===== src/rtl/cnn_pkg.sv =====
`default_nettype none
// ============================================================================
// Module      : cnn_pkg
// Description : Shared defaults, state encoding and fixed-point helpers for
//               the cellular-network cell datapath.
// Revision    : 1.0 - initial release
// ============================================================================
package cnn_pkg;

   localparam int WIDTH_DEF = 9;
   localparam int FRAC_DEF  = 4;
   localparam int ONE_DEF   = 1 << FRAC_DEF;

   typedef enum logic [2:0] {
      ST_IDLE  = 3'd0,
      ST_WAIT  = 3'd1,
      ST_INTEG = 3'd2,
      ST_OUT   = 3'd3,
      ST_DONE  = 3'd4
   } state_t;

   // Fixed-point representation of 1.0 for a given number of fraction bits.
   function automatic int one_of(input int frac);
      return 1 << frac;
   endfunction

endpackage
`default_nettype wire


===== src/rtl/cnn_pwl_sat.sv =====
`default_nettype none
// ============================================================================
// Module      : cnn_pwl_sat
// Description : Piecewise-linear cell output: clamps a signed fixed-point
//               value to [-ONE, +ONE]. Purely combinational.
// Revision    : 1.0 - initial release
// ============================================================================
module cnn_pwl_sat
   import cnn_pkg::*;
#(
   parameter int W    = 2 * WIDTH_DEF,
   parameter int FRAC = FRAC_DEF
) (
   input  logic signed [W-1:0] din,
   output logic signed [W-1:0] dout
);

   localparam logic signed [W-1:0] POS = W'(one_of(FRAC));
   localparam logic signed [W-1:0] NEG = -POS;

   // Pass through inside the linear region, saturate outside it.
   always_comb begin
      dout = din;
      if (din > POS)
         dout = POS;
      else if (din < NEG)
         dout = NEG;
   end

endmodule
`default_nettype wire


===== src/rtl/cnn_state_update.sv =====
`default_nettype none
// ============================================================================
// Module      : cnn_state_update
// Description : Per-cell Euler state integrator with PWL output, iteration
//               counting and convergence detection.
// Revision    : 1.0 - initial release
// ============================================================================
module cnn_state_update
   import cnn_pkg::*;
#(
   parameter int WIDTH    = WIDTH_DEF,
   parameter int FRAC     = FRAC_DEF,
   parameter int DT_SHIFT = 3,
   parameter int ITER_W   = 8,
   parameter int CONV_TH  = 0
) (
   input  logic                      clk,
   input  logic                      rst_n,
   input  logic                      init_load,
   input  logic signed [2*WIDTH-1:0] x_init,
   input  logic [ITER_W-1:0]         max_iter,
   input  logic                      fin_flag,
   input  logic signed [2*WIDTH-1:0] sum_in,
   output logic signed [2*WIDTH-1:0] y_out,
   output logic                      y_valid,
   output logic signed [2*WIDTH-1:0] x_out,
   output logic [ITER_W-1:0]         iter_cnt,
   output logic                      busy,
   output logic                      done,
   output logic                      converged,
   output logic                      overrun
);

   localparam int             SW = 2 * WIDTH;
   localparam logic [SW:0]    TH = (SW+1)'(CONV_TH);

   state_t                  state, state_next;
   logic                    fin_q;
   logic                    rise;
   logic signed [SW-1:0]    x, s, y_sat;
   logic signed [SW:0]      d, step, delta;
   logic [SW:0]             delta_mag;
   logic [ITER_W-1:0]       iter_inc;
   logic                    conv_hit;
   logic                    capture, integ, emit, ovr_set;

   assign rise      = fin_flag & ~fin_q;
   // One extra bit so s - x never wraps; the step then always lands between x and s.
   assign d         = {s[SW-1], s} - {x[SW-1], x};
   assign step      = d >>> DT_SHIFT;
   assign delta_mag = delta[SW] ? -delta : delta;
   assign conv_hit  = (delta_mag <= TH);
   assign iter_inc  = iter_cnt + ITER_W'(1);

   assign x_out = x;
   assign busy  = (state == ST_WAIT) || (state == ST_INTEG) || (state == ST_OUT);
   assign done  = (state == ST_DONE);

   cnn_pwl_sat #(.W(SW), .FRAC(FRAC)) u_sat (
      .din  (x),
      .dout (y_sat)
   );

   // State register.
   always_ff @(posedge clk) begin
      if (!rst_n)
         state <= ST_IDLE;
      else
         state <= state_next;
   end

   // Next-state and datapath strobes; init_load overrides everything, including a rise.
   always_comb begin
      state_next = state;
      capture    = 1'b0;
      integ      = 1'b0;
      emit       = 1'b0;
      ovr_set    = 1'b0;
      if (init_load) begin
         state_next = ST_WAIT;
      end else begin
         case (state)
            ST_WAIT: begin
               if (rise) begin
                  capture    = 1'b1;
                  state_next = ST_INTEG;
               end
            end
            ST_INTEG: begin
               integ      = 1'b1;
               ovr_set    = rise;
               state_next = ST_OUT;
            end
            ST_OUT: begin
               emit    = 1'b1;
               ovr_set = rise;
               if (conv_hit)
                  state_next = ST_DONE;
               else if ((max_iter != '0) && (iter_inc == max_iter))
                  state_next = ST_DONE;
               else
                  state_next = ST_WAIT;
            end
            default: state_next = state;
         endcase
      end
   end

   // Datapath registers: edge detect, sum capture, Euler step, output and flags.
   always_ff @(posedge clk) begin
      if (!rst_n) begin
         fin_q     <= 1'b0;
         x         <= '0;
         s         <= '0;
         delta     <= '0;
         y_out     <= '0;
         y_valid   <= 1'b0;
         iter_cnt  <= '0;
         converged <= 1'b0;
         overrun   <= 1'b0;
      end else begin
         fin_q   <= fin_flag;
         y_valid <= 1'b0;
         if (init_load) begin
            x         <= x_init;
            iter_cnt  <= '0;
            converged <= 1'b0;
            overrun   <= 1'b0;
         end else begin
            if (ovr_set)
               overrun <= 1'b1;
            if (capture)
               s <= sum_in;
            if (integ) begin
               x     <= x + step[SW-1:0];
               delta <= step;
            end
            if (emit) begin
               y_out    <= y_sat;
               y_valid  <= 1'b1;
               iter_cnt <= iter_inc;
               if (conv_hit)
                  converged <= 1'b1;
            end
         end
      end
   end

endmodule
`default_nettype wire


===== config.mk =====
export PLATFORM = sky130hd
export DESIGN_NAME = cnn_state_update
export DESIGN_NICKNAME = d
export VERILOG_FILES = /design/src/rtl/cnn_pkg.sv /design/src/rtl/cnn_pwl_sat.sv /design/src/rtl/cnn_state_update.sv
export SDC_FILE = /design/constraint.sdc
export NUM_CORES = 1
export LEC_CHECK = 0
export BUFFER_PORTS_ARGS = -buffer_cell sky130_fd_sc_hd__buf_2
export CORE_MARGIN = 8
export CORE_UTILIZATION = 45
export CTS_CLUSTER_SIZE = 10
export DETAILED_ROUTE_END_ITERATION = 12
export PLACE_DENSITY = 0.79
export SLEW_MARGIN = 25
export SYNTH_ARGS = -nofsm -noshare
export SYNTH_HDL_FRONTEND = slang
export SYNTH_SLANG_ARGS = --single-unit

===== constraint.sdc =====
create_clock -name clk -period 4.4 [get_ports clk]
set_input_delay 0.44 -clock clk [delete_from_list [all_inputs] [get_ports clk]]
set_output_delay 0.44 -clock clk [all_outputs]
set_load 0.01 [all_outputs]

==> metrics.md, run 1 <==
| Metric | Value |
|---|---|
| Final TNS setup | `0 ns` |
| Layout area overhead | `20.9%` |
| Internal Dissipation | `~1.5 mW` |
| Async SR Flop Fraction | `0%` |
| Fraction of power consumed by sequential logic | `a little over a third` |
| Die height | `approximately 120 µm` |
| Mean area per synthesized cell | `roughly 7.7 µm²` |
| Max Clock Skew | `between 0.009 and 0.01 ns` |
| Worst-Margin Slew | `0.826 ns` |
| Min Tclk post-route | `around 4.2 ns` |
| Sequential-to-total area share from yosys stat | `between 30% and 40%` |
| Total power density per cell area | `between 300 and 400 mW/mm²` |
| Outcome | `finished clean` |
| Initial cell density of the core | `46.2%` |
| Type of the worst setup path | `reg2reg` |
| Layout Nets | `approximately 880` |
| Cells along the critical path | `inv_1 -> ha_1 -> nand2_1 -> o21ai_0 -> nor3b_1 -> o21ai_0 -> a31oi_1 -> o22ai_1 -> xnor2_1 -> ha_1 -> a21o_1 -> a21o_1 -> or4_1 -> o311ai_1 -> xor2_1 -> a222oi_1 -> nor2_1` |
| Total of flip-flops plus latches after synthesis | `85` |
| Post-synthesis instance area | `0.00528 mm²` |
| Number of vias per cell | `5.82` |
| Cell type with the highest aggregate area in the netlist | `sky130_fd_sc_hd__dfxtp_1` |
| Top library cells by usage in the layout, fill and taps aside | `120 x sky130_fd_sc_hd__nand2_1, 96 x sky130_fd_sc_hd__buf_2, 85 x sky130_fd_sc_hd__dfxtp_1, 60 x sky130_fd_sc_hd__a21oi_1, 58 x sky130_fd_sc_hd__nor2_1` |
| Violation count after the first detailed-routing iteration | `roughly 550` |
| DR pass1 iterations | `5` |
| Global-route wire length before repair | `around 25 mm` |
| Final number of setup-violating endpoints | `0` |
| Buffers & Inverters on Critical Path | `1` |
| Footprint of the multi-input gates | `between 0.003 and 0.004 mm²` |
| Tcrit/Tclk final | `95.5%` |
| Power Total | `approximately 2.3 mW` |
| Placeable Area | `0.0114 mm²` |
| Number of max-slew violations in the final report | `0` |
| Area after detailed placement | `~0.006 mm²` |
| Antenna diodes | `0` |
| TritonCTS buffer count | `9` |
| Average wire per cell in the routed design | `about 17 µm` |
| Hold bufs inserted after CTS | `0` |
| Data required time of the worst path | `between 4 and 5 ns` |
| Final instance count without filler cells | `between 900 and 1000` |
| Cell count after synthesis | `688` |
| Cell leakage power | `~2.7 nW` |
| Flop-to-flop setup slack | `a little under 0.2 ns` |
| Proportion of netlist area held by the largest area contributor | `32.2%` |
| Area contributors post-synth | `sky130_fd_sc_hd__dfxtp_1 32%, sky130_fd_sc_hd__ha_1 8.8%, sky130_fd_sc_hd__nand2_1 8.5%` |
| Routability Congestion | `approximately 0.99` |
| Overall routing resource usage | `about 19%` |
| Instance count after placement with tap cells included | `about 920` |
| Clk Latency, worst-skew pair | `approximately 0.35 ns` |
| Final ANT Viol Nets | `0` |
| Total number of H-tree levels | `3` |
| Stage delay of the slowest cell on the critical path | `~0.52 ns` |
| Unrepaired setup endpoints after global routing | `yes` |
| Worst-case headroom to the max-slew limit | `44.8%` |
| Detailed placement HPWL | `between 10 and 15 mm` |
| Power spent charging and discharging nets | `around 740 µW` |
| Vias in the first global route | `between 5000 and 6000` |
| Start of the worst register-to-register path | `x_out[2]$_SDFFE_PN0P_` |
| Min-delay worst type | `in2reg` |
| Die outline area | `0.0155 mm²` |
| Filler Cells Inserted | `about 1100` |
| Total Routed Length | `about 16 mm` |
| IR drop worst, VDD | `0.000265 V` |
| Reg2reg path depth | `17` |
| Sink count of the clock tree | `85` |
| Fin. Hold Viols | `0` |
| Post-layout instance area | `roughly 0.0064 mm²` |
| Max-cap viol count | `0` |
| Register clock-pin slew on the reported worst setup and hold paths | `approximately 0.060 ns` |
| Power share of the combinational group | `a little under 30%` |
| Signal arrival time at the worst endpoint | `~4.4 ns` |
| Pin count of the biggest net entering global routing | `31` |
| Master cell of the clock root buffer | `sky130_fd_sc_hd__clkbuf_16` |
| TritonCTS clock tree | `yes` |
| Proportion of layout cells with a drive suffix above 1 | `19.5%` |
| Max Root-Sink Buffers | `2` |
| Final global-route overflow total | `0` |
| Distinct cell type count of the synthesized netlist | `60` |
| Worst reg2reg endpoint | `x_out[17]$_SDFFE_PN0P_` |
| Largest fanout on the critical path | `4` |
| Primary flip-flop cell chosen by synthesis mapping | `sky130_fd_sc_hd__dfxtp_1` |
| Total number of vias | `roughly 5500` |
| Fmax | `between 200 and 250 MHz` |
| Crit path launch type | `flop` |
| Clk pwr share | `between 30% and 40%` |
| Worst hold slack | `0.327 ns` |
| Initial antenna violation count | `0` |
| Post-synth EDFFs | `0` |
| Switching power as a share of total power | `32.6%` |
| Horiz. Die Dim | `124 µm` |
| Critical path endpoint category | `flop` |
| Top cell family by delay on the critical path | `compound AO/OA/AOI/OAI gates` |
| Crit-path slowest cell | `sky130_fd_sc_hd__or4_1` |
| Yosys warning total | `0` |
| Count of buffers from port buffering | `96` |
| Number of core rows | `39` |
| Logic depth of the worst setup path including buffers | `17` |
| Origin of the worst setup path | `x_out[2]$_SDFFE_PN0P_` |
| Synthesized net count | `around 770` |
| Leading cell type in the layout, fill and taps excluded | `sky130_fd_sc_hd__nand2_1` |
| Area taken by flip-flops and latches | `0.00170 mm²` |
| CP endpoint | `x_out[17]$_SDFFE_PN0P_` |
| IO Pins | `between 90 and 100` |
| DRC violation count after routing | `0` |
## worst min-delay path by stage
stage                           startpoint                     end  slack [ns]  depth (start not counted)
global route                     x_init[0]   x_out[0]$_SDFFE_PN0P_        0.33                          2
global placement     y_out[5]$_SDFFE_PN0P_   y_out[5]$_SDFFE_PN0P_        0.44                          2
finish                           x_init[0]   x_out[0]$_SDFFE_PN0P_        0.33                          2
CTS                              x_init[0]   x_out[0]$_SDFFE_PN0P_        0.33                          2
detailed placement  y_out[15]$_SDFFE_PN0P_  y_out[15]$_SDFFE_PN0P_        0.44                          2
floorplan               s[17]$_SDFFE_PN0P_      s[17]$_SDFFE_PN0P_        0.44                          2
## registers in the layout, indices dropped and copies added, names as in the netlist
| register | cells |
|---|---|
| converged | 1 |
| delta | 16 |
| fin_q | 1 |
| iter_cnt | 8 |
| overrun | 1 |
| s | 18 |
| state | 3 |
| x_out | 18 |
| y_out | 18 |
| y_valid | 1 |
## stage by stage
step,setup slack (ns),utilization [%]
final,0.198,55.9
after global routing,-0.0628,55.9
after CTS,0.0646,55.4
after detailed placement,0.107,52.6
after global placement,0.233,52.6
after floorplan,0.250,-
## metal layers
metal / GRT usage, % / share of wire (%) / vias up / wire length (µm)
met1: 25.8 / 46 / 2575 / 7150
met3: 4.94 / 8.7 / 30 / 1360
met4: 5.74 / 2.3 / 0 / 365
met5: 0 / 0 / - / 0
met2: 29.8 / 43 / 219 / 6710
li1: - / - / 2653 / -
## logic make-up after synthesis
logic type | after synthesis | synth area share, %
XOR/XNOR | 41 | 6.80
AND/OR/NAND/NOR | 268 | 23.4
multiplexers | 2 | 0.379
adder cells (fa/ha/maj) | 39 | 9.34
buffers and inverters | 60 | 4.36
flip-flops | 85 | 32.2
AO/OA/AOI/OAI | 193 | 23.5
## power groups by stage
stage               clock (mW)  combinational [mW]  sequential, mW
floorplan                    0               0.440           0.829
global placement             0               0.606           0.821
detailed placement           0               0.614           0.821
CTS                      0.817               0.621           0.803
global route             0.849               0.719           0.805
finish                   0.815               0.659           0.804
## final cells by class
type                    count  area share (%)
clock buffers              10            3.75
flip-flops and latches     85            26.7
inverters                  32            1.88
multi-input cells         543            53.0
well taps                 143            2.80
clock inverters             6            1.29
repair buffers            122            10.6
## repair_timing
item	CTS	global route
buffers inserted	0	3
setup endpoints to repair	0	3
gates resized for setup	0	9
## synthesized netlist by cell type (3+ instances only)
cell type / number
sky130_fd_sc_hd__nand3_1: 20
sky130_fd_sc_hd__nor3_1: 14
sky130_fd_sc_hd__o211ai_1: 4
sky130_fd_sc_hd__nand3b_1: 3
sky130_fd_sc_hd__or3_1: 6
sky130_fd_sc_hd__a21boi_0: 26
sky130_fd_sc_hd__a22oi_1: 16
sky130_fd_sc_hd__ha_1: 37
sky130_fd_sc_hd__xor2_1: 20
sky130_fd_sc_hd__a31oi_1: 5
sky130_fd_sc_hd__nand4_1: 7
sky130_fd_sc_hd__xnor2_1: 21
sky130_fd_sc_hd__a21o_1: 10
sky130_fd_sc_hd__and3_1: 4
sky130_fd_sc_hd__or4_1: 3
sky130_fd_sc_hd__a21oi_1: 62
sky130_fd_sc_hd__o22ai_1: 3
sky130_fd_sc_hd__a211oi_1: 5
sky130_fd_sc_hd__clkbuf_1: 25
sky130_fd_sc_hd__and2_1: 4
sky130_fd_sc_hd__nand2_1: 120
sky130_fd_sc_hd__inv_1: 32
sky130_fd_sc_hd__nor4_1: 10
sky130_fd_sc_hd__o21a_1: 3
sky130_fd_sc_hd__a221oi_1: 3
sky130_fd_sc_hd__nand2b_1: 8
sky130_fd_sc_hd__o21ai_0: 37
sky130_fd_sc_hd__dfxtp_1: 85
sky130_fd_sc_hd__nor2_1: 58
No activity file was read; power rests on OpenSTA's default activity.
==> run 2, diff against run 1 <==
--- a/config.mk
+++ b/config.mk
@@ -10,8 +10,9 @@
 export CORE_UTILIZATION = 45
 export CTS_CLUSTER_SIZE = 10
 export DETAILED_ROUTE_END_ITERATION = 12
-export PLACE_DENSITY = 0.79
+export PLACE_DENSITY = 0.81
 export SLEW_MARGIN = 25
 export SYNTH_ARGS = -nofsm -noshare
 export SYNTH_HDL_FRONTEND = slang
 export SYNTH_SLANG_ARGS = --single-unit
+export TNS_END_PERCENT = 1
==> constraint.sdc (replaced) <==
create_clock -name clk -period 3.75 [get_ports clk]
set_input_delay 0.375 -clock clk [delete_from_list [all_inputs] [get_ports clk]]
set_output_delay 0.375 -clock clk [all_outputs]
set_load 0.01 [all_outputs]
==> run 2 against run 1 <==
- the flow now finishes with violations (negative setup slack)
- global-route usage grew 0.84 points
- combinational power grew 59%
- highest routed layer unchanged
- register-to-register slack lost 0.28 ns
- setup slack lost 0.28 ns
- power grew 31%
- clock skew shrank 0.0013 ns
- count of clock-buffer cells in the layout is the same
==> metrics.md, run 2 (synthesis gave the netlist of run 1 again) <==
| Metric | Value |
|---|---|
| Cells along the critical path | `inv_2 -> ha_4 -> a21o_1 -> a21oi_2 -> o21ai_2 -> or3_4 -> a21oi_4 -> buf_4 -> xnor2_1 -> ha_1 -> and3_4 -> o311ai_4 -> a31oi_2 -> or4_1 -> o311ai_2 -> xor2_1 -> a222oi_1 -> nor2_1` |
| Power share of the combinational group | `35.2% (+6.3 points)` |
| Count of buffers from port buffering | `96 (unchanged)` |
| Vias in the first global route | `5418 (+6.2%)` |
| Cell leakage power | `3.09 nW (+13%)` |
| Global-route wire length before repair | `26.1 mm (+3.2%)` |
| Pre-CTS setup slack | `-0.254 ns (-0.361 ns)` |
| Top library cells by usage in the layout, fill and taps aside | `120 x sky130_fd_sc_hd__nand2_1, 96 x sky130_fd_sc_hd__buf_2, 90 x sky130_fd_sc_hd__buf_4, 75 x sky130_fd_sc_hd__dfxtp_1` |
| Min Tclk post-route | `3.83 ns (-0.371 ns)` |
| Top Usage Layer GRT | `met2` |
| Horiz. Die Dim | `124 µm (unchanged)` |
| Overall routing resource usage | `20.1% (+0.84 points)` |
| Power spent charging and discharging nets | `948 µW (+27%)` |
| Total power density per cell area | `423 mW/mm² (+19%)` |
| Violation count after the first detailed-routing iteration | `426 (-23%)` |
| Max Clock Skew | `0.00803 ns (-0.00134 ns)` |
| Initial antenna violation count | `0 (unchanged)` |
| Footprint of the multi-input gates | `0.00356 mm² (+5.2%)` |
| Number of core rows | `39 (unchanged)` |
| DR pass1 iterations | `5 (unchanged)` |
| Violations in the final reports | `negative setup slack` |
| Proportion of layout cells with a drive suffix above 1 | `29.7% (+10 points)` |
| Detailed placement HPWL | `11.9 mm (+1.5%)` |
| Hold bufs inserted after CTS | `0 (unchanged)` |
| Sink count of the clock tree | `85 (unchanged)` |
| Worst-case headroom to the max-slew limit | `32.6% (-12 points)` |
| Placeable Area | `0.0114 mm² (unchanged)` |
| Stage delay of the slowest cell on the critical path | `0.43 ns (-0.09 ns)` |
| Data required time of the worst path | `3.97 ns (-0.65 ns)` |
| Setup ws final | `-0.0809 ns (-0.279 ns)` |
| Die outline area | `0.0155 mm² (unchanged)` |
| Largest fanout on the critical path | `3 (-1)` |
| Number of vias per cell | `5.68 (-2.4%)` |
| Switching power as a share of total power | `31.7% (-0.91 points)` |
| Outcome | `complete, but fails checks` |
| Filler Cells Inserted | `963 (-11%)` |
| Met2 usage in global routing | `32.9% (+3.1 points)` |
| Clk Latency, worst-skew pair | `0.35 ns (about the same)` |
| Routability Congestion | `0.926 (-6.4%)` |
| Master cell of the clock root buffer | `sky130_fd_sc_hd__clkbuf_16` |
| Buffers & Inverters on Critical Path | `2 (+1)` |
| Average wire per cell in the routed design | `16.6 µm (+0.42%)` |
| IR drop worst, VDD | `0.000270 V (+2.0%)` |
| Layout Nets | `943 (+7.3%)` |
| TritonCTS clock tree | `yes` |
| Layout area overhead | `33.8%` |
| Met3 usage | `5.28% (+0.34 points)` |
| Type of the worst setup path | `reg2reg` |
| Internal Dissipation | `2.04 mW (+33%)` |
| Max Root-Sink Buffers | `2 (unchanged)` |
| Register clock-pin slew on the reported worst setup and hold paths | `0.07 ns (about the same)` |
| Final ANT Viol Nets | `0 (unchanged)` |
| Antenna diodes | `0 (unchanged)` |
| Total Routed Length | `16.7 mm (+7.3%)` |
| Total number of H-tree levels | `3 (unchanged)` |
| Number of max-slew violations in the final report | `0 (unchanged)` |
| Tcrit/Tclk final | `102% (+6.7 points)` |
| Initial cell density of the core | `46.2% (unchanged)` |
| Signal arrival time at the worst endpoint | `4.05 ns (-0.37 ns)` |
| Pin count of the biggest net entering global routing | `38 (+23%)` |
| IO Pins | `97 (unchanged)` |
| Worst hold slack | `0.248 ns (-0.0789 ns)` |
| Fmax | `261 MHz (+9.7%)` |
| Top cell family by delay on the critical path | `compound AO/OA/AOI/OAI gates` |
| Critical path endpoint category | `flop` |
| Max-cap viol count | `0 (unchanged)` |
| Clk pwr share | `33.3% (-2.5 points)` |
| Total number of vias | `5710 (+4.3%)` |
| Global Route met1 Usage | `24.9% (-0.91 points)` |
| Unrepaired setup endpoints after global routing | `yes` |
| Fraction of power consumed by sequential logic | `31.5% (-3.8 points)` |
| Crit path launch type | `flop` |
| Fin. Hold Viols | `0 (unchanged)` |
| Crit-path slowest cell | `sky130_fd_sc_hd__or4_1` |
| Worst-Margin Slew | `1.01 ns (+0.179 ns)` |
| Die height | `124 µm (unchanged)` |
| Final number of setup-violating endpoints | `3 (+3)` |
| Leading cell type in the layout, fill and taps excluded | `sky130_fd_sc_hd__nand2_1` |
| TritonCTS buffer count | `9 (unchanged)` |
| DRC violation count after routing | `0 (unchanged)` |
| Instance count after placement with tap cells included | `975 (+5.7%)` |
| Min-delay worst type | `in2reg` |
| Final global-route overflow total | `0 (unchanged)` |
| Core occupancy in the finished layout | `61.8% (+6.0 points)` |
| Power Total | `2.99 mW (+31%)` |
| Final instance count without filler cells | `1005 (+6.8%)` |
| Area taken by flip-flops and latches | `0.00172 mm² (+0.88%)` |
[run 2: per-layer routing]
layer	up-vias	wire [µm]
li1	2785	-
met1	2628	7130
met2	248	7660
met3	49	1410
met4	0	513
met5	-	0
[run 2: repair_timing]
item                       CTS  global route
resized for setup           23            14
setup endpoints to repair    3             7
pin swaps                   25            20
buffers inserted             9             5
[run 2: final timing paths]
path | from | end | slack, ns | cells after the start
min | x_init[0] | x_out[0]$_SDFFE_PN0P_ | 0.25 | 2
max reg2reg | x_out[4]$_SDFFE_PN0P_ | x_out[17]$_SDFFE_PN0P_ | -0.08 | 18
min reg2reg | y_out[13]$_SDFFE_PN0P_ | y_out[13]$_SDFFE_PN0P_ | 0.45 | 2
max | x_out[4]$_SDFFE_PN0P_ | x_out[17]$_SDFFE_PN0P_ | -0.08 | 18
[run 2: cell type report]
| cell class | instances | area share (%) |
|---|---|---|
| clock inverter | 6 | 1.31 |
| sequential | 85 | 24.3 |
| tap | 143 | 2.53 |
| multi-input combinational | 543 | 50.4 |
| clock buffer | 10 | 3.38 |
| inverter | 32 | 1.70 |
| timing repair buffer | 186 | 16.4 |
[run 2: stage by stage]
| step | cell area (µm²) | setup TNS (ns) |
|---|---|---|
| final | 7060 | -0.181 |
| after CTS | 6950 | -0.0944 |
| after floorplan | 5340 | 0 |
| after global placement | 6460 | -0.0771 |
| after global routing | 7060 | -0.985 |
| after detailed placement | 6460 | -0.375 |
[run 2: power by group through the flow]
stage / combinational (mW) / sequential (mW) / clock [mW]
3_5_place_dp: 0.871 / 0.960 / 0
3_3_place_gp: 0.861 / 0.960 / 0
6_report: 1.05 / 0.941 / 0.995
4_1_cts: 0.946 / 0.940 / 1.00
5_1_grt: 1.13 / 0.943 / 1.04
2_1_floorplan: 0.530 / 0.973 / 0
[run 2: worst reg2reg max path: stages, from the launching register on]
cell and delay (ns):
sky130_fd_sc_hd__dfxtp_4 0.35, sky130_fd_sc_hd__inv_2 0.05, sky130_fd_sc_hd__ha_4 0.25, sky130_fd_sc_hd__a21o_1 0.17, sky130_fd_sc_hd__a21oi_2 0.18, sky130_fd_sc_hd__o21ai_2 0.09
sky130_fd_sc_hd__or3_4 0.37, sky130_fd_sc_hd__a21oi_4 0.19, sky130_fd_sc_hd__buf_4 0.13, sky130_fd_sc_hd__xnor2_1 0.16, sky130_fd_sc_hd__ha_1 0.33, sky130_fd_sc_hd__and3_4 0.21
sky130_fd_sc_hd__o311ai_4 0.07, sky130_fd_sc_hd__a31oi_2 0.16, sky130_fd_sc_hd__or4_1 0.43, sky130_fd_sc_hd__o311ai_2 0.09, sky130_fd_sc_hd__xor2_1 0.12, sky130_fd_sc_hd__a222oi_1 0.29
sky130_fd_sc_hd__nor2_1 0.07
==> run 3, diff against run 2 <==
--- a/config.mk
+++ b/config.mk
@@ -7,10 +7,11 @@
 export LEC_CHECK = 0
 export BUFFER_PORTS_ARGS = -buffer_cell sky130_fd_sc_hd__buf_2
 export CORE_MARGIN = 8
-export CORE_UTILIZATION = 45
+export CORE_UTILIZATION = 50
 export CTS_CLUSTER_SIZE = 10
 export DETAILED_ROUTE_END_ITERATION = 12
-export PLACE_DENSITY = 0.81
+export PLACE_DENSITY = 0.88
+export SETUP_SLACK_MARGIN = 0.15
 export SLEW_MARGIN = 25
 export SYNTH_ARGS = -nofsm -noshare
 export SYNTH_HDL_FRONTEND = slang
==> run 3 against run 2 <==
- the flow still finishes with violations (negative setup slack)
- sequential share of layout area is 0.98 points higher
- fmax is 4.8% lower
- cell count is 3.2% lower
- clock power is 36% lower
- first-iteration DRC count is 22% higher
- power is 12% lower
- core utilization is 4.6 points higher
- sequential power hardly changed
- clock skew is 0.0083 ns higher
- critical path type unchanged
- highest routed layer unchanged
==> metrics.md, run 3 (synthesis gave the netlist of run 1 again) <==
| Metric | Value |
|---|---|
| Outcome | `complete, but fails checks` |
| Violations in the final reports | `negative setup slack` |
| Type of the worst setup path | `reg2reg` |
| Buffers & Inverters on Critical Path | `2 (unchanged)` |
| Top cell family by delay on the critical path | `compound AO/OA/AOI/OAI gates` |
| Leading cell type in the layout, fill and taps excluded | `sky130_fd_sc_hd__nand2_1` |
| Die outline area | `0.0141 mm² (-8.7%)` |
| Stage delay of the slowest cell on the critical path | `0.55 ns (+0.12 ns)` |
| Largest fanout on the critical path | `3 (unchanged)` |
| Worst-Margin Slew | `0.777 ns (-0.228 ns)` |
| Master cell of the clock root buffer | `sky130_fd_sc_hd__clkbuf_8` |
| Initial antenna violation count | `0 (unchanged)` |
| Tcrit/Tclk final | `107% (+5.2 points)` |
| Capture endpoint of the worst hold path | `fin_q$_SDFF_PN0_` |
| Overall routing resource usage | `21.3% (+1.1 points)` |
| Signal arrival time at the worst endpoint | `4.28 ns (+0.23 ns)` |
| Total number of vias | `5724 (+0.25%)` |
| Pin count of the biggest net entering global routing | `38 (unchanged)` |
| Core occupancy in the finished layout | `66.5% (+4.6 points)` |
| Top library cells by usage in the layout, fill and taps aside | `119 x sky130_fd_sc_hd__nand2_1, 96 x sky130_fd_sc_hd__buf_2, 74 x sky130_fd_sc_hd__dfxtp_1, 65 x sky130_fd_sc_hd__buf_4, 55 x sky130_fd_sc_hd__a21oi_1` |
| Vias in the first global route | `5225 (-3.6%)` |
| Register clock-pin slew on the reported worst setup and hold paths | `0.10 ns (+0.03 ns)` |
| Footprint of the multi-input gates | `0.00366 mm² (+2.8%)` |
| Worst reg2reg endpoint | `x_out[17]$_SDFFE_PN0P_` |
| Layout area overhead | `29.4%` |
| TritonCTS buffer count | `9 (unchanged)` |
| Worst Min Path Start | `fin_flag` |
| Post-layout instance area | `0.00683 mm² (-3.2%)` |
| Total number of H-tree levels | `3 (unchanged)` |
| Number of core rows | `37 (-5.1%)` |
| Count of buffers from port buffering | `96 (unchanged)` |
| Pre-CTS setup slack | `-0.165 ns (+0.0892 ns)` |
| Fmax | `248 MHz (-4.8%)` |
| Final ANT Viol Nets | `0 (unchanged)` |
| Unrepaired setup endpoints after global routing | `yes` |
| Die height | `119 µm (-4.5%)` |
| Max Root-Sink Buffers | `2 (unchanged)` |
| Cells along the critical path | `inv_2 -> ha_4 -> nand2_1 -> o21ai_2 -> nor3b_4 -> o21ai_2 -> a31oi_2 -> buf_4 -> o22ai_1 -> xnor2_1 -> ha_1 -> a21o_1 -> a21o_1 -> or4_1 -> o311ai_2 -> xor2_1 -> a222oi_1 -> nor2_1` |
| Violation count after the first detailed-routing iteration | `521 (+22%)` |
| Horiz. Die Dim | `119 µm (-4.5%)` |
| Setup ws final | `-0.276 ns (-0.195 ns)` |
| Detailed placement HPWL | `11.5 mm (-2.7%)` |
| Filler Cells Inserted | `845 (-12%)` |
| Cell leakage power | `2.93 nW (-5.4%)` |
| Data required time of the worst path | `4.01 ns (+0.04 ns)` |
| DR pass1 iterations | `7 (+2)` |
| Final global-route overflow total | `0 (unchanged)` |
| Crit path launch type | `flop` |
| Number of vias per cell | `5.88 (+3.5%)` |
| Final number of setup-violating endpoints | `3 (unchanged)` |
| Total Routed Length | `17.0 mm (+1.8%)` |
| Fin. Hold Viols | `0 (unchanged)` |
| Depth of the worst hold-timing path | `2 (unchanged)` |
| Worst-case headroom to the max-slew limit | `47.8% (+15 points)` |
| Max-cap viol count | `0 (unchanged)` |
| Critical path endpoint category | `flop` |
| DRC violation count after routing | `0 (unchanged)` |
| Initial cell density of the core | `51.4% (+5.1 points)` |
| Start of the worst register-to-register path | `x_out[2]$_SDFFE_PN0P_` |
| Area taken by flip-flops and latches | `0.00173 mm² (+0.66%)` |
| Min Tclk post-route | `4.03 ns (+0.195 ns)` |
| Area after detailed placement | `0.00632 mm² (-2.1%)` |
| Global-route wire length before repair | `25.0 mm (-4.3%)` |
| Total power density per cell area | `385 mW/mm² (-9.0%)` |
| Crit-path slowest cell | `sky130_fd_sc_hd__or4_1` |
| Clk Latency, worst-skew pair | `0.38 ns (+0.03 ns)` |
| Number of max-slew violations in the final report | `0 (unchanged)` |
| Max Clock Skew | `0.0163 ns (+0.00831 ns)` |
| Reg2reg path depth | `18 (unchanged)` |
| Placeable Area | `0.0103 mm² (-10%)` |
| Min-delay worst type | `in2reg` |
| Sink count of the clock tree | `85 (unchanged)` |
| Proportion of layout cells with a drive suffix above 1 | `29.4% (-0.31 points)` |
| Average wire per cell in the routed design | `17.5 µm (+5.2%)` |
| Routability Congestion | `1.00 (+8.3%)` |
| IO Pins | `97 (unchanged)` |
| Layout Nets | `918 (-2.7%)` |
| Antenna diodes | `0 (unchanged)` |
| TritonCTS clock tree | `yes` |
| Flop-to-flop setup slack | `-0.28 ns (-0.20 ns)` |
| IR drop worst, VDD | `0.000209 V (-22%)` |
## run 3: cell types whose count changed in the layout (fill, tap and decap cells not counted), moves of 3 or more
cell / before / now
sky130_fd_sc_hd__ha_2: 1 / 4
sky130_fd_sc_hd__buf_4: 90 / 65
sky130_fd_sc_hd__clkbuf_8: 1 / 9
sky130_fd_sc_hd__dfxtp_2: 9 / 6
sky130_fd_sc_hd__dfxtp_4: 1 / 5
sky130_fd_sc_hd__ha_4: 3 / 6
sky130_fd_sc_hd__ha_1: 33 / 27
sky130_fd_sc_hd__clkbuf_16: 9 / 0
sky130_fd_sc_hd__inv_6: 1 / 5
sky130_fd_sc_hd__nor2_1: 57 / 54
## run 3: how the worst max path moves through the flow
stage	slack [ns]	startpoint	end	depth (start not counted)
2_1_floorplan	0.09	x_out[2]$_SDFFE_PN0P_	x_out[17]$_SDFFE_PN0P_	18
3_3_place_gp	-0.008	x_out[12]$_SDFFE_PN0P_	x_out[17]$_SDFFE_PN0P_	17
3_5_place_dp	-0.16	x_out[2]$_SDFFE_PN0P_	x_out[17]$_SDFFE_PN0P_	18
4_1_cts	-0.07	x_out[4]$_SDFFE_PN0P_	x_out[17]$_SDFFE_PN0P_	18
5_1_grt	-0.40	x_out[2]$_SDFFE_PN0P_	x_out[17]$_SDFFE_PN0P_	19
6_report	-0.28	x_out[2]$_SDFFE_PN0P_	x_out[17]$_SDFFE_PN0P_	18
## run 3: final cells by class
cell class              count  area share (%)
clock inverters             7           0.879
flip-flops and latches     85            25.3
inverters                  32            1.79
clock buffers               9            1.81
repair buffers            161            14.2
well taps                 136            2.49
multi-input cells         543            53.6
## run 3: report_power, final
group | switching, mW | leakage, nW | internal [mW]
Combinational | 0.571 | 2.13 | 0.484
Sequential | 0.0182 | 0.695 | 0.923
Clock | 0.380 | 0.0973 | 0.256
## run 3: through the flow
stage / setup TNS [ns] / power [mW] / cells / hold WS (ns)
2_1_floorplan: 0 / 1.51 / 688 / 0.440
3_3_place_gp: -0.00779 / 1.77 / 943 / 0.437
3_5_place_dp: -0.207 / 1.79 / 943 / 0.445
4_1_cts: -0.0727 / 2.45 / 967 / 0.208
5_1_grt: -1.16 / 2.74 / 973 / 0.213
6_report: -0.488 / 2.63 / 973 / 0.216
## run 3: metal layers
layer	track usage [%]	up-vias	wire [µm]
met2	35.4	289	8130
met4	9.80	0	787
met1	25.4	2635	6840
li1	-	2721	-
met3	5.14	79	1270
met5	0	-	0
## run 3: timing repair
| action | in CTS | in global routing |
|---|---|---|
| gates resized for setup | 9 | 39 |
| endpoints found under the setup margin | 6 | 9 |
| pin swaps | 8 | 26 |
| hold buffers | 0 | 0 |
| setup buffers | 8 | 6 |
| endpoints found under the hold margin | 0 | 0 |
